[src/rtl/alu_op_issuer.sv]
// alu_op_issuer: issues one command at a time to an external 4-bit ALU.
// It holds the operands for a programmable settle time, then captures and masks
// the ALU result and presents it through a valid/ready response port.
//
// Optional build feature: define ALU_ISSUER_OPCNT_EN to add the 16-bit
// op_count output. It counts completed responses and wraps at 16'hFFFF.
//
// state   | meaning
// --------+-----------------------------------------------------------
// IDLE    | cmd_ready high, waiting for cmd_valid
// WAIT    | operands driven to the ALU, settle counter running down
// RESP    | masked result held on rsp_*, waiting for rsp_ready
module alu_op_issuer #(
  parameter int unsigned SETTLE_CYC = 1   // legal range 1..15
) (
  input  logic        clk,
  input  logic        rst,
  input  logic        cmd_valid,
  output logic        cmd_ready,
  input  logic [3:0]  cmd_op,
  input  logic [3:0]  cmd_a,
  input  logic [3:0]  cmd_b,
  output logic [3:0]  alu_opcode,
  output logic [3:0]  alu_a,
  output logic [3:0]  alu_b,
  input  logic [3:0]  alu_x,
  input  logic [3:0]  alu_y,
  output logic        rsp_valid,
  input  logic        rsp_ready,
  output logic [3:0]  rsp_op,
  output logic [3:0]  rsp_x,
  output logic [3:0]  rsp_y,
`ifdef ALU_ISSUER_OPCNT_EN
  output logic [15:0] op_count,
`endif
  output logic        busy
);

  localparam logic [1:0] ST_IDLE = 2'd0;
  localparam logic [1:0] ST_WAIT = 2'd1;
  localparam logic [1:0] ST_RESP = 2'd2;

  localparam logic [3:0] SETTLE_LD = 4'(SETTLE_CYC);

  logic [1:0] state_q, state_d;
  logic [3:0] cnt_q, cnt_d;
  logic [3:0] alu_opcode_q, alu_opcode_d;
  logic [3:0] alu_a_q, alu_a_d;
  logic [3:0] alu_b_q, alu_b_d;
  logic       rsp_valid_q, rsp_valid_d;
  logic [3:0] rsp_op_q, rsp_op_d;
  logic [3:0] rsp_x_q, rsp_x_d;
  logic [3:0] rsp_y_q, rsp_y_d;

  // These opcodes produce a flag-style X result: only bit 0 is meaningful.
  function automatic logic [3:0] mask_x(input logic [3:0] op, input logic [3:0] x);
    logic [3:0] r;
    case (op)
      4'b0000, 4'b0001, 4'b0010,
      4'b0110, 4'b0111,
      4'b1000, 4'b1001: r = {3'b000, x[0]};
      default:          r = x;
    endcase
    return r;
  endfunction

  // Y is fully valid for only three opcodes, 1010 yields a single-bit Y,
  // and every other opcode yields a zero Y.
  function automatic logic [3:0] mask_y(input logic [3:0] op, input logic [3:0] y);
    logic [3:0] r;
    case (op)
      4'b1100, 4'b1101, 4'b1110: r = y;
      4'b1010:                   r = {3'b000, y[0]};
      default:                   r = 4'b0000;
    endcase
    return r;
  endfunction

  // Next-state and datapath update for the issue / settle / respond sequence.
  always_comb begin
    state_d      = state_q;
    cnt_d        = cnt_q;
    alu_opcode_d = alu_opcode_q;
    alu_a_d      = alu_a_q;
    alu_b_d      = alu_b_q;
    rsp_valid_d  = rsp_valid_q;
    rsp_op_d     = rsp_op_q;
    rsp_x_d      = rsp_x_q;
    rsp_y_d      = rsp_y_q;
    case (state_q)
      ST_IDLE: begin
        if (cmd_valid) begin
          alu_opcode_d = cmd_op;
          alu_a_d      = cmd_a;
          alu_b_d      = cmd_b;
          cnt_d        = SETTLE_LD;
          state_d      = ST_WAIT;
        end
      end
      ST_WAIT: begin
        // The counter is loaded with SETTLE_CYC and needs SETTLE_CYC edges to
        // reach zero. The result is captured on the edge after that, so the
        // response arrives SETTLE_CYC+1 edges after the accept.
        if (cnt_q == 4'd0) begin
          rsp_op_d    = alu_opcode_q;
          rsp_x_d     = mask_x(alu_opcode_q, alu_x);
          rsp_y_d     = mask_y(alu_opcode_q, alu_y);
          rsp_valid_d = 1'b1;
          state_d     = ST_RESP;
        end else begin
          cnt_d = cnt_q - 4'd1;
        end
      end
      ST_RESP: begin
        // A command presented now is not accepted. It can only be taken from IDLE.
        if (rsp_ready) begin
          rsp_valid_d = 1'b0;
          state_d     = ST_IDLE;
        end
      end
      default: begin
        rsp_valid_d = 1'b0;
        state_d     = ST_IDLE;
      end
    endcase
  end

  // State and datapath registers. The synchronous reset overrides every other event.
  always_ff @(posedge clk) begin
    if (rst) begin
      state_q      <= ST_IDLE;
      cnt_q        <= 4'd0;
      alu_opcode_q <= 4'd0;
      alu_a_q      <= 4'd0;
      alu_b_q      <= 4'd0;
      rsp_valid_q  <= 1'b0;
      rsp_op_q     <= 4'd0;
      rsp_x_q      <= 4'd0;
      rsp_y_q      <= 4'd0;
    end else begin
      state_q      <= state_d;
      cnt_q        <= cnt_d;
      alu_opcode_q <= alu_opcode_d;
      alu_a_q      <= alu_a_d;
      alu_b_q      <= alu_b_d;
      rsp_valid_q  <= rsp_valid_d;
      rsp_op_q     <= rsp_op_d;
      rsp_x_q      <= rsp_x_d;
      rsp_y_q      <= rsp_y_d;
    end
  end

`ifdef ALU_ISSUER_OPCNT_EN
  logic [15:0] op_count_q;

  // Count completed response handshakes. The counter wraps naturally.
  always_ff @(posedge clk) begin
    if (rst) begin
      op_count_q <= 16'd0;
    end else if (rsp_valid_q && rsp_ready) begin
      op_count_q <= op_count_q + 16'd1;
    end
  end

  assign op_count = op_count_q;
`endif

  assign cmd_ready  = (state_q == ST_IDLE);
  assign busy       = (state_q != ST_IDLE);
  assign alu_opcode = alu_opcode_q;
  assign alu_a      = alu_a_q;
  assign alu_b      = alu_b_q;
  assign rsp_valid  = rsp_valid_q;
  assign rsp_op     = rsp_op_q;
  assign rsp_x      = rsp_x_q;
  assign rsp_y      = rsp_y_q;

endmodule

[config.mk]
export PLATFORM = sky130hd
export DESIGN_NAME = alu_op_issuer
export DESIGN_NICKNAME = d
export VERILOG_FILES = /design/src/rtl/alu_op_issuer.sv
export SDC_FILE = /design/constraint.sdc
export NUM_CORES = 1
export LEC_CHECK = 0
export ABC_CLOCK_PERIOD_IN_PS = 3200
export CAP_MARGIN = 40
export CORE_ASPECT_RATIO = 0.8
export CORE_MARGIN = 2
export CORE_UTILIZATION = 48
export CTS_BUF_LIST = sky130_fd_sc_hd__clkbuf_4
export CTS_CLUSTER_SIZE = 10
export DETAILED_ROUTE_END_ITERATION = 7
export GPL_TIMING_DRIVEN = 0
export PLACE_DENSITY = 0.95
export SLEW_MARGIN = 20
export SYNTH_ARGS = -nofsm -noshare
export SYNTH_HDL_FRONTEND = slang
export SYNTH_SLANG_ARGS = --single-unit
[constraint.sdc]
create_clock -name clk -period 3.2 [get_ports clk]
set_clock_uncertainty 0.1 [all_clocks]
set_input_delay 0.64 -clock clk [delete_from_list [all_inputs] [get_ports clk]]
set_output_delay 0.64 -clock clk [all_outputs]
set_load 0.01 [all_outputs]
==> flow_summary_export.csv <==
group,metric,value,unit
run_status,status,"completed",
setup_path,start_kind,"register",
route,routed_wl,3.64,mm
clock_tree,post_cts_buffers,0,
grt,antenna_found_initial,0,
setup_path,cp-end-kind,"output pin",
sta,rsz0062_at_grt,"false",
setup_path,reg2regPathDepth,6,
synthesis,synth_top_cell_by_area,"dfxtp_1",
sta,finalSetupTns,0,ps
synthesis,async_flop_share,0,
grt,grt_pass1_wl,5.82,mm
synthesis,syn-num-nets,180,
setup_path,endpoint,"cmd_ready",
synthesis,synth_area,0.00129,mm^2
synthesis,ys.warnings.count,0,
route,num_vias,1388,
clock_tree,ctsRootBufferMaster,"clkbuf_4",
clock_tree,hold_buffers,0,
pwr,powerDensity,511,mW/mm^2
pwr,leakagePower,0.664,nW
floorplan,start_util,0.515,
synthesis,ys_ff_latch,31,
route,drc,0,
route,ant_nets,0,
clock_tree,clockBufferDepth,2,
grt,grt_pass1_vias,1293,
synthesis,syn_inst,155,
setup_path,timing.reg2reg.setup_slack,1140,ps
final_layout,utilization,0.752,
synthesis,synthFlopType,"dfxtp_1",
clock_tree,cts_max_level,2,
grt,grt_overflow_total,0,
synthesis,yosysSeqAreaShare,0.481,
floorplan,dieArea,0.00312,mm^2
placement,hpwl,2.72,mm
synthesis,syn_area_per_cell,8.32,um^2
pwr,irDropWorstVdd,0.379,mV
sta,setup_viol,0,
synthesis,ys_top_cells_by_count,"31 x dfxtp_1, 28 x nand2_1, 20 x a21oi_1",
grt,grt_max_degree,11,
final_layout,final_net_count,237,
synthesis,synth_cell_types,32,
synthesis,synth_edf_count,0,
clock_tree,cts-buffers-inserted,5,
sta,relSlewSlack,0.509,
synthesis,synth.top_cell.area_share,0.481,
setup_path,crit_arrival,1630,ps
sta,finalCritPeriodShare,0.741,
setup_path,setup.worst_path.start,"state_q[1]",
setup_path,slowest_stage,"clkdlybuf4s50_1",
synthesis,yosysMostFrequentCell,"dfxtp_1",
worst_hold_path,min_path_type,"reg2reg",
sta,final_hold_viol_count,0,
sta,period_needed,2370,ps
floorplan,coreArea,0.00250,mm^2
setup_path,cp.required,2460,ps
route,wl_per_cell,14.7,um
final_layout,multiInputGateArea,584,um^2
setup_path,rr_startpoint,"cnt_q[0]",
setup_path,rr_endpoint,"rsp_x[1]",
setup_path,max_stage_delay,520,ps
final_layout,insertedDiodeCount,0,
final_layout,drive_above_1_share,0.0708,
sta,fmaxAchievable,422,MHz
sta,finalMaxSlewViolations,0,
floorplan,top_level_ports,51,
clock_tree,ctsResizeCount,0,
placement,port_buffers,50,
route,first_iter_violations,126,
clock_tree,clock_sinks,31,
setup_path,crit_fanout,9,
clock_tree,clock_latency,340,ps
clock_tree,clkTransAtPathRegs,100,ps
final_layout,seq_area,621,um^2
floorplan,die_w,62.0,um
grt,grtUsageTotal,0.260,
floorplan,die_h,50.4,um
sta,worst_pin_slew,734,ps
setup_path,worstPathCellList,"or2_2 > inv_1 > clkdlybuf4s50_1",
route,first_pass_iters,5,
final_layout,num-fill-cells,185,
placement,globalplace.congestion,0.847,
clock_tree,tritoncts,"yes",
job,max_cap_violations,0,
route,avgViaCountPerCell,5.60,
final_layout,areaGrowthSynthToFinish,45.9,%
floorplan,placementRows,16,
setup_path,critical_path_class,"reg2out",
synthesis,netlist_top_cells_area,"dfxtp_1 48%, nand2_1 8.1%, a21oi_1 7.8%",
-- cell usage in the layout, fill, tap and decap left out, drive strengths merged, types with 4 or more instances in the layout --
cell and count:
o21ai 7, inv 12, clkbuf 11, a21oi 20, nor2 4, dfxtp 31, nand3 8, nand2 28
clkdlybuf4s50 50, o32ai 6
-- worst max-delay path, delay by kind of cell (launching register included) --
family                 cells  cell delay, ps
buffers and inverters      2             570
flip-flops                 1             390
AND/OR/NAND/NOR            1             330
-- routing by layer --
layer	global-route usage	share of wire
met1	0.298	0.38
met2	0.405	0.50
met3	0.101	0.093
met4	0.145	0.029
met5	0	0
-- per-stage QoR --
| step | worst slack, ps | hold WS [ps] | power, mW | std cells | cell area, um^2 |
|---|---|---|---|---|---|
| after global routing | 776 | 388 | 1.01 | 248 | 1880 |
| after global placement | 786 | 341 | 0.740 | 241 | 1840 |
| after floorplan | 1490 | 371 | 0.626 | 155 | 1290 |
| final | 829 | 359 | 0.962 | 248 | 1880 |
| after detailed placement | 747 | 347 | 0.759 | 241 | 1840 |
| after CTS | 820 | 361 | 0.962 | 248 | 1880 |
-- registers in the layout, summed over array words and instances, names as in the netlist --
signal	count
rsp_valid	1
rsp_op	4
rsp_y	4
rsp_x	4
alu_opcode	4
alu_a	4
alu_b	4
cnt_q	4
state_q	2
-- logic make-up after synthesis --
family	synth area share
compound gates	0.221
fa+ha+maj	0.00970
buf+inv	0.0660
flops	0.481
simple gates	0.222
-- power by group --
part	internal, mW	leakage (nW)	total (mW)	switching [mW]
clock network	0.0775	0.0285	0.208	0.130
registers	0.420	0.253	0.455	0.0347
logic	0.144	0.382	0.300	0.156
-- area by class of cell --
class                      count  area share
tap                           36      0.0239
buffer                         9      0.0213
timing repair buffer          50       0.266
sequential                    31       0.330
inverter                      12      0.0239
clock buffer                   5      0.0199
clock inverter                 2     0.00465
multi-input combinational    103       0.311
-- worst min path at each step --
stage | startpoint | end | slack [ps] | cells past startpoint
global route | alu_b[0] | alu_b[0] | 390 | 2
CTS | alu_b[0] | alu_b[0] | 360 | 2
detailed placement | alu_b[0] | alu_b[0] | 350 | 2
finish | alu_b[0] | alu_b[0] | 360 | 2
global placement | alu_b[2] | alu_b[2] | 340 | 2
floorplan | cnt_q[0] | cnt_q[0] | 370 | 1
(Power assumes the default switching activity.)
